--- config.mk ---
export PLATFORM = sky130hd
export DESIGN_NAME = jtag_uart_sys_cpu_oci_dct_packer
export DESIGN_NICKNAME = d
export VERILOG_FILES = /design/src/rtl/jtag_uart_sys_cpu_oci_dct_pkg.sv /design/src/rtl/jtag_uart_sys_cpu_oci_dct_outreg.sv /design/src/rtl/jtag_uart_sys_cpu_oci_dct_packer.sv
export SDC_FILE = /design/constraint.sdc
export NUM_CORES = 1
export LEC_CHECK = 0
export ABC_AREA = 1
export BUFFER_PORTS_ARGS = -buffer_cell sky130_fd_sc_hd__buf_2
export CORE_ASPECT_RATIO = 0.9
export CORE_MARGIN = 2
export CORE_UTILIZATION = 40
export CTS_CLUSTER_DIAMETER = 150
export DETAILED_ROUTE_END_ITERATION = 10
export SLEW_MARGIN = 0
export SYNTH_ARGS = -nofsm -noshare
export SYNTH_HDL_FRONTEND = slang
export SYNTH_SLANG_ARGS = --single-unit
export TNS_END_PERCENT = 50
--- constraint.sdc ---
create_clock -name clk -period 1.9 [get_ports clk]
set_input_delay 0.285 -clock clk [delete_from_list [all_inputs] [get_ports clk]]
set_output_delay 0.285 -clock clk [all_outputs]
set_load 0.01 [all_outputs]
--- src/rtl/jtag_uart_sys_cpu_oci_dct_pkg.sv ---
// Shared constants and types for the OCI direct-control-transfer trace packer.
package jtag_uart_sys_cpu_oci_dct_pkg;

    localparam int unsigned ENTRY_W = 2;
    localparam int unsigned DEPTH   = 15;
    localparam int unsigned BUF_W   = ENTRY_W * DEPTH;
    localparam int unsigned CNT_W   = $clog2(DEPTH + 1);

    // DCT code points; RSVD is never stored
    localparam logic [ENTRY_W-1:0] RSVD = 2'b00;
    localparam logic [ENTRY_W-1:0] NT   = 2'b01;
    localparam logic [ENTRY_W-1:0] TK   = 2'b10;
    localparam logic [ENTRY_W-1:0] UNC  = 2'b11;

    typedef enum logic {
        SLOT_EMPTY = 1'b0,
        SLOT_FULL  = 1'b1
    } slot_state_e;

endpackage

--- src/rtl/jtag_uart_sys_cpu_oci_dct_outreg.sv ---
// Single-entry packet slot: holds the last emitted packet until downstream takes it.
module jtag_uart_sys_cpu_oci_dct_outreg #(
    parameter int unsigned PAY_W = 30,
    parameter int unsigned LEN_W = 4
) (
    input  logic             clk,
    input  logic             reset_n,
    input  logic             emit,
    input  logic [PAY_W-1:0] emit_buffer,
    input  logic [LEN_W-1:0] emit_count,
    input  logic             pkt_ready,
    output logic             pkt_valid,
    output logic [PAY_W-1:0] pkt_buffer,
    output logic [LEN_W-1:0] pkt_count
);
    import jtag_uart_sys_cpu_oci_dct_pkg::*;

    slot_state_e state_q;
    slot_state_e state_d;
    logic        load_c;

    always_ff @(posedge clk) begin
        if (!reset_n) begin
            state_q <= SLOT_EMPTY;
        end else begin
            state_q <= state_d;
        end
    end

    // An emit into a full slot only lands when the held packet leaves in the same cycle
    always_comb begin
        state_d = state_q;
        load_c  = 1'b0;
        case (state_q)
            SLOT_EMPTY: begin
                if (emit) begin
                    state_d = SLOT_FULL;
                    load_c  = 1'b1;
                end
            end
            SLOT_FULL: begin
                if (pkt_ready) begin
                    if (emit) begin
                        load_c = 1'b1;
                    end else begin
                        state_d = SLOT_EMPTY;
                    end
                end
            end
            default: state_d = SLOT_EMPTY;
        endcase
    end

    always_ff @(posedge clk) begin
        if (!reset_n) begin
            pkt_buffer <= '0;
            pkt_count  <= '0;
        end else if (load_c) begin
            pkt_buffer <= emit_buffer;
            pkt_count  <= emit_count;
        end
    end

    assign pkt_valid = (state_q == SLOT_FULL);

endmodule

--- src/rtl/jtag_uart_sys_cpu_oci_dct_packer.sv ---
// Packs DCT codes into fixed-depth trace packets and hands them to a one-entry slot.
module jtag_uart_sys_cpu_oci_dct_packer #(
    parameter int unsigned ENTRY_W = jtag_uart_sys_cpu_oci_dct_pkg::ENTRY_W,
    parameter int unsigned DEPTH   = jtag_uart_sys_cpu_oci_dct_pkg::DEPTH
) (
    input  logic                         clk,
    input  logic                         reset_n,
    input  logic                         trc_enb,
    input  logic                         dct_valid,
    input  logic [ENTRY_W-1:0]           dct_code,
    input  logic                         flush,
    input  logic                         pkt_ready,
    output logic [ENTRY_W*DEPTH-1:0]     dct_buffer,
    output logic [$clog2(DEPTH+1)-1:0]   dct_count,
    output logic                         pkt_valid,
    output logic [ENTRY_W*DEPTH-1:0]     pkt_buffer,
    output logic [$clog2(DEPTH+1)-1:0]   pkt_count,
    output logic                         overflow,
    output logic [7:0]                   lost_cnt
);
    import jtag_uart_sys_cpu_oci_dct_pkg::*;

    localparam int unsigned FILL_W   = ENTRY_W * DEPTH;
    localparam int unsigned CNT_BITS = $clog2(DEPTH + 1);

    logic              trc_enb_q;
    logic              accept;
    logic              flush_any;
    logic              emit;
    logic              drop;
    logic [FILL_W-1:0] post_buffer;
    logic [CNT_BITS-1:0] post_count;

    // Post-accept view of the fill buffer; this is what an emit captures
    always_comb begin
        accept      = trc_enb & dct_valid & (dct_code != ENTRY_W'(RSVD));
        post_buffer = dct_buffer;
        post_count  = dct_count;
        if (accept) begin
            post_buffer = {dct_buffer[FILL_W-ENTRY_W-1:0], dct_code};
            post_count  = dct_count + CNT_BITS'(1);
        end
        // Trace being switched off must not strand a partial packet
        flush_any = (trc_enb & flush) | (trc_enb_q & ~trc_enb);
        emit      = (accept & (post_count == CNT_BITS'(DEPTH)))
                  | (flush_any & (post_count != '0));
        drop      = emit & pkt_valid & ~pkt_ready;
    end

    always_ff @(posedge clk) begin
        if (!reset_n) begin
            trc_enb_q  <= 1'b0;
            dct_buffer <= '0;
            dct_count  <= '0;
            overflow   <= 1'b0;
            lost_cnt   <= '0;
        end else begin
            trc_enb_q <= trc_enb;
            if (emit) begin
                dct_buffer <= '0;
                dct_count  <= '0;
            end else if (accept) begin
                dct_buffer <= post_buffer;
                dct_count  <= post_count;
            end
            if (drop) begin
                overflow <= 1'b1;
                if (lost_cnt != 8'hFF) begin
                    lost_cnt <= lost_cnt + 8'd1;
                end
            end
        end
    end

    jtag_uart_sys_cpu_oci_dct_outreg #(
        .PAY_W (FILL_W),
        .LEN_W (CNT_BITS)
    ) u_outreg (
        .clk         (clk),
        .reset_n     (reset_n),
        .emit        (emit),
        .emit_buffer (post_buffer),
        .emit_count  (post_count),
        .pkt_ready   (pkt_ready),
        .pkt_valid   (pkt_valid),
        .pkt_buffer  (pkt_buffer),
        .pkt_count   (pkt_count)
    );

endmodule

---- Yosys cells after proc, flatten, opt, wreduce, memory -nomap -nowiden ----
Index checks and enable logic that the tools add are counted.
storage, ports and cells
  logic and storage cells ................. 37
  output and inout port bits .............. 78
  bits in registers ....................... 79
  input port bits ......................... 8
operators by class
  reductions and logical operators ........ 4
  muxes and demuxes ....................... 7
  bitwise operators ....................... 14
  equal/unequal tests ..................... 2
  $add $sub $neg .......................... 2
operators with widths
  operator               number
  $mux W30               1
  $add A8 B1 Y8 const B  1
  $and A1 B1 Y1          8
  $ne A8 B8 Y1 const B   1
  $add A4 B1 Y4 const B  1
  $eq A4 B4 Y1 const B   1
  $mux W4                1
  $not A1 Y1             4
  $pmux W1 S2            2
  $reduce_bool A4 Y1     1
  $mux W1                3
  $or A1 B1 Y1           2
  $reduce_and A2 Y1      1
  $reduce_bool A2 Y1     1
  $reduce_or A2 Y1       1

---- Depth between registers and ports, before layout ----
  depth after elaboration ................. 9
  gate-level depth with buffers ........... 16
  depth with buffers taken out ............ 15

---- Modules after synthesis ----
From an unflattened synthesis, not the netlist that was laid out.
second synthesis, totals
  cells, all modules ...................... 498
  area, all modules ....................... 3672.3 um^2
modules (own cells, without submodules)
  module                            seq. area each (um^2)  cells each  area each (um^2)  times used
  jtag_uart_sys_cpu_oci_dct_packer  880.8                  270         2054.5            1
  jtag_uart_sys_cpu_oci_dct_outreg  700.7                  228         1617.8            1

---- Worst setup path after synthesis ----
Ideal clock, no wire load.
  path type ............................... register to register
  start point ............................. reg dct_count[0]
  end point ............................... reg u_outreg.pkt_count[0]
  path buffers ............................ 1
  slack ................................... 0.173 ns
  required time ........................... 1.784 ns
  stages on the path, launching flop included .. 13
  library setup time ...................... 0.116 ns
  period minus slack after synthesis ...... 1.727 ns
  data arrival time ....................... 1.611 ns
  cells stage by stage .................... dfxtp_1 ha_1 nand2_1 nand2_1 nor2_1 nand3_2 nand2_4 nand2_8 nand2_8 inv_6 buf_12 nor2_1 nor2_1
between the ends
  cells in the longest elaborated chain, start to end .. 8
  elaborated cells on any way between the ends .. 10
  classes of those cells .................. add/sub: 1; eq/ne: 1; mux: 4; bitwise: 3; reduce/logical: 1
ends and longest elaborated chain
  element                                                    RTL line                                                                        text
  start, declared                                            jtag_uart_sys_cpu_oci_dct_packer.sv:14                                          output logic [$clog2(DEPTH+1)-1:0] dct_count,
  start signal, assigned                                     jtag_uart_sys_cpu_oci_dct_packer.sv:64                                          dct_count <= post_count;
  $add A4 B1 Y4                                              jtag_uart_sys_cpu_oci_dct_packer.sv:41                                          post_count = dct_count + CNT_BITS'(1);
  $mux W4 *                                                  jtag_uart_sys_cpu_oci_dct_packer.sv:39                                          if (accept) begin
  $eq A4 B4 Y1 / $reduce_bool A4 Y1 (equally long branches)  jtag_uart_sys_cpu_oci_dct_packer.sv:45, jtag_uart_sys_cpu_oci_dct_packer.sv:46
  $and A1 B1 Y1, on equally long branches                    jtag_uart_sys_cpu_oci_dct_packer.sv:45, jtag_uart_sys_cpu_oci_dct_packer.sv:46
  $or A1 B1 Y1                                               jtag_uart_sys_cpu_oci_dct_packer.sv:46                                          | (flush_any & (post_count != '0));
  $mux W1                                                    jtag_uart_sys_cpu_oci_dct_outreg.sv:36, jtag_uart_sys_cpu_oci_dct_outreg.sv:43
  $mux W1                                                    jtag_uart_sys_cpu_oci_dct_outreg.sv:42                                          if (pkt_ready) begin
  $pmux W1 S2                                                jtag_uart_sys_cpu_oci_dct_outreg.sv:34                                          case (state_q)
  end signal, assigned                                       jtag_uart_sys_cpu_oci_dct_outreg.sv:60                                          pkt_count <= emit_count;
  end, declared                                              jtag_uart_sys_cpu_oci_dct_outreg.sv:14                                          output logic [LEN_W-1:0] pkt_count
Every way passes the cells marked *; elsewhere a longest branch is shown, timed or not.
A chain may end at the register's enable or synchronous reset.

---- Worst setup path in the final report ----
  start point ............................. reg dct_count[0]
  end point ............................... reg u_outreg.pkt_buffer[22]
between the ends
  cells in the longest elaborated chain, start to end .. 8
  elaborated cells on any way between the ends .. 10
  classes of those cells .................. add/sub: 1; eq/ne: 1; mux: 4; bitwise: 3; reduce/logical: 1
ends and longest elaborated chain
  element                                                    RTL line                                                                        text
  $add A4 B1 Y4                                              jtag_uart_sys_cpu_oci_dct_packer.sv:41
  $mux W4 *                                                  jtag_uart_sys_cpu_oci_dct_packer.sv:39
  $eq A4 B4 Y1 / $reduce_bool A4 Y1 (equally long branches)  jtag_uart_sys_cpu_oci_dct_packer.sv:45, jtag_uart_sys_cpu_oci_dct_packer.sv:46
  $and A1 B1 Y1, on equally long branches                    jtag_uart_sys_cpu_oci_dct_packer.sv:45, jtag_uart_sys_cpu_oci_dct_packer.sv:46
  $or A1 B1 Y1 *                                             jtag_uart_sys_cpu_oci_dct_packer.sv:46
  $mux W1 *                                                  jtag_uart_sys_cpu_oci_dct_outreg.sv:36, jtag_uart_sys_cpu_oci_dct_outreg.sv:43
  $mux W1                                                    jtag_uart_sys_cpu_oci_dct_outreg.sv:42
  $pmux W1 S2 *                                              jtag_uart_sys_cpu_oci_dct_outreg.sv:34
  end signal, assigned                                       jtag_uart_sys_cpu_oci_dct_outreg.sv:59                                          pkt_buffer <= emit_buffer;
  end, declared                                              jtag_uart_sys_cpu_oci_dct_outreg.sv:13                                          output logic [PAY_W-1:0] pkt_buffer,
Marks and branches as above.

==> results.tsv <==
metric	value	unit
outcome	finished clean	
mux share of post-synthesis cell area	0.00646	
die area	8970	um2
post-synthesis simple-gate area fraction	0.322	
Root Buffer	clkbuf_8	
hold bufs inserted after CTS	0	
met1 Use GR	0.220	
ys flop type	dfxtp_1	
initial core utilization	0.410	
Syn. warnings	0	
Gate Count Post-Synth	447	
worst-path fanout max	11	
fillcell total	815	
list of most frequent post-synthesis cells	116 x nand2_1, 108 x nor2_1, 79 x dfxtp_1, 41 x inv_1, 32 x o21ai_0	
Slew headroom	0.774	
fmax	573	MHz
DRT iter0 DRCs	83	
chip height	90.1	um
setup TNS	0	ns
fin area	4110	um2
routed via count	2953	
Final Hold Viols	0	
Final min period	1.75	ns
post-DP HPWL	5.29	mm
syn avg cell area	7.36	um2
fin. max-slew vios	0	
Critical Path RT	2.15	ns
average vias per placed instance	4.59	
critical path class	reg2reg	
max-cap violations	0	
Worst-path clk slew	0.08	ns
Max Root-Sink Buffers	2	
share of layout cells above drive strength 1	0.253	
Adder-Cell Fraction of Synth Area	0.00760	
Synth Area in Compound Gates	0.0680	
critical path's most frequent cell	nand2_1	
clk_lat worst skew	0.35	ns
Initial DRT Pass Iterations	4	
CP Capture Type	flop	
total power per unit cell area	872	nW/um2
cell with the most instances after synthesis	nand2_1	
worst path cell trace	ha_4 > inv_1 > nand2_1 > nand2_1 > nand2_1 > o21ai_2 > inv_2 > nand3_2 > nand2_4 > nand2_8 > nand2_8 > inv_8 > buf_12 > nand2_1 > nand2_1 > nor2_1	
Final Net Count	550	
Hold WC Path Type	in2reg	
area of the multi-input gates	1400	um2
row cnt	31	
hold slack final	0.154	ns
largest net degree at the start of global routing	35	
met2 usage	0.278	
largest family of logic cells by synthesized area	simple AND/OR/NAND/NOR gates	
mapped cell area	3290	um2
worst slew pin tran	0.339	ns
CTS tree	done	
RSZ-0062 raised after global routing	false	
Post-Route WL	7.59	mm
DRC viols	0	
register area	1590	um2
die width	99.6	um
CTS Sinks	79	
io pins	86	
Max stage delay cell, worst path	dfxtp_4	
FF+latch count, synth	79	
P&R area growth vs syn	24.9	%
Most Crowded Layer GR	met2	
Syn Nets	457	
element type at the critical path start	flop	
GR Layer Usage met3	0.0544	
post-route core utilization	0.512	
leakage power figure	1.98	nW
core area	8030	um2
CP bufs+invs	4	
clk_skew	0.00911	ns
leading area contributor after synthesis	dfxtp_1	
initial antenna violation count	0	
Synth cell types	27	
antenna diode count	0	
ANT nets after route	0	
Total Routing Usage GR	0.171	
share of flip-flops with an asynchronous set or reset	0	
Tcrit/Tclk final	0.919	
CP delay by family, top	simple AND/OR/NAND/NOR gates	
post-DR wirelength/cell	11.8	um
vias in the first global route	2671	
CTS Buf Count	9	
CP arrival	2.00	ns
top-area cell type share of the netlist area	0.480	
Worst VDD drop	0.000479	V
sequential share of the synthesized area	0.480	
IO buf count	85	
slowest stage delay, CP	0.37	ns
H-Tree Depth	3	
Post-synth EDFFs	0	
Setup-failing EPs final	0	
Synth Area in XOR/XNOR	0.0160	
gpl congestion	0.775	
largest cells by area after synthesis	dfxtp_1 48%, nand2_1 13%, nor2_1 12%	
Overflow after GRT	0	
placed cell areas	3840	um2
global-route wire length before repair	12.5	mm
## cell usage in the layout (no fill, tap or decap), types with 2 or more instances in the layout
cell,synthesis,routed
nand2_1,116,116
nor2_1,108,107
buf_2,5,85
dfxtp_1,79,77
inv_1,41,41
o21ai_0,32,32
a21oi_1,11,11
clkbuf_8,0,10
buf_4,5,9
nand4_1,8,8
nor2_2,7,7
nand3_1,4,4
buf_12,1,4
xnor2_1,3,3
xor2_1,3,3
clkbuf_1,2,3
nand2_2,2,2
inv_2,2,2
nand3_2,2,2
nand2_8,2,2
clkbuf_16,0,2
## registers in the layout, indices dropped and copies added, names as in the netlist
| name | count |
|---|---|
| dct_buffer | 30 |
| overflow | 1 |
| u_outreg.pkt_buffer | 30 |
| lost_cnt | 8 |
| u_outreg.pkt_valid | 1 |
| u_outreg.pkt_count | 4 |
| dct_count | 4 |
| trc_enb_q | 1 |
## repair_timing
| item | 4_1_cts | 5_1_grt |
|---|---|---|
| endpoints found under the setup margin | 0 | 37 |
| gates resized for setup | 0 | 7 |
| buffers inserted | 0 | 0 |
## through the flow
step	worst slack [ns]	total power [mW]	cells
5_1_grt	0.0000335	3.78	644
6_report	0.154	3.59	644
3_5_place_dp	0.0270	2.38	626
3_3_place_gp	0.0819	2.37	626
2_1_floorplan	0.173	2.20	447
4_1_cts	0.0811	3.61	642
## metal layers
metal	share of wire	wire, um
met5	0	0
met1	0.47	3580
met3	0.050	378
met2	0.46	3520
met4	0.014	108
## report_power, final
group / total (mW) / internal (mW) / switching, mW / leakage (nW)
combinational: 0.543 / 0.224 / 0.319 / 1.24
sequential: 1.81 / 1.75 / 0.0604 / 0.645
clock: 1.23 / 0.643 / 0.586 / 0.0936
total: 3.59 / 2.62 / 0.966 / 1.98
## final timing paths
path	start	end	slack, ns	cells after the start
setup reg to reg	dct_count[0]	u_outreg.pkt_buffer[22]	0.15	16
setup / recovery	dct_count[0]	u_outreg.pkt_buffer[22]	0.15	16
hold / removal	trc_enb	trc_enb_q	0.15	3
hold reg to reg	overflow	overflow	0.48	2
## cell type report
cell class / instances / share of cell area
Inverter: 44 / 0.0420
Timing Repair Buffer: 101 / 0.154
Tap cell: 99 / 0.0301
Sequential cell: 79 / 0.386
Clock buffer: 13 / 0.0362
Multi-Input combinational cell: 305 / 0.341
Clock inverter: 3 / 0.0103
## worst reg2reg max path: stages (launching register included)
cell and delay (ns):
dfxtp_4 0.37, ha_4 0.16, inv_1 0.04, nand2_1 0.04, nand2_1 0.06, nand2_1 0.06
o21ai_2 0.12, inv_2 0.08, nand3_2 0.10, nand2_4 0.07, nand2_8 0.08, nand2_8 0.07
inv_8 0.11, buf_12 0.14, nand2_1 0.05, nand2_1 0.07, nor2_1 0.04
## cell families after synthesis
group / count (synthesis)
buffers and inverters: 63
and+or+nand+nor: 251
xor gates and xnor gates: 6
DFF: 79
adders and majority gates: 2
muxes: 2
AOI/OAI and AO/OA: 44
No activity file was read; power rests on OpenSTA's default activity.
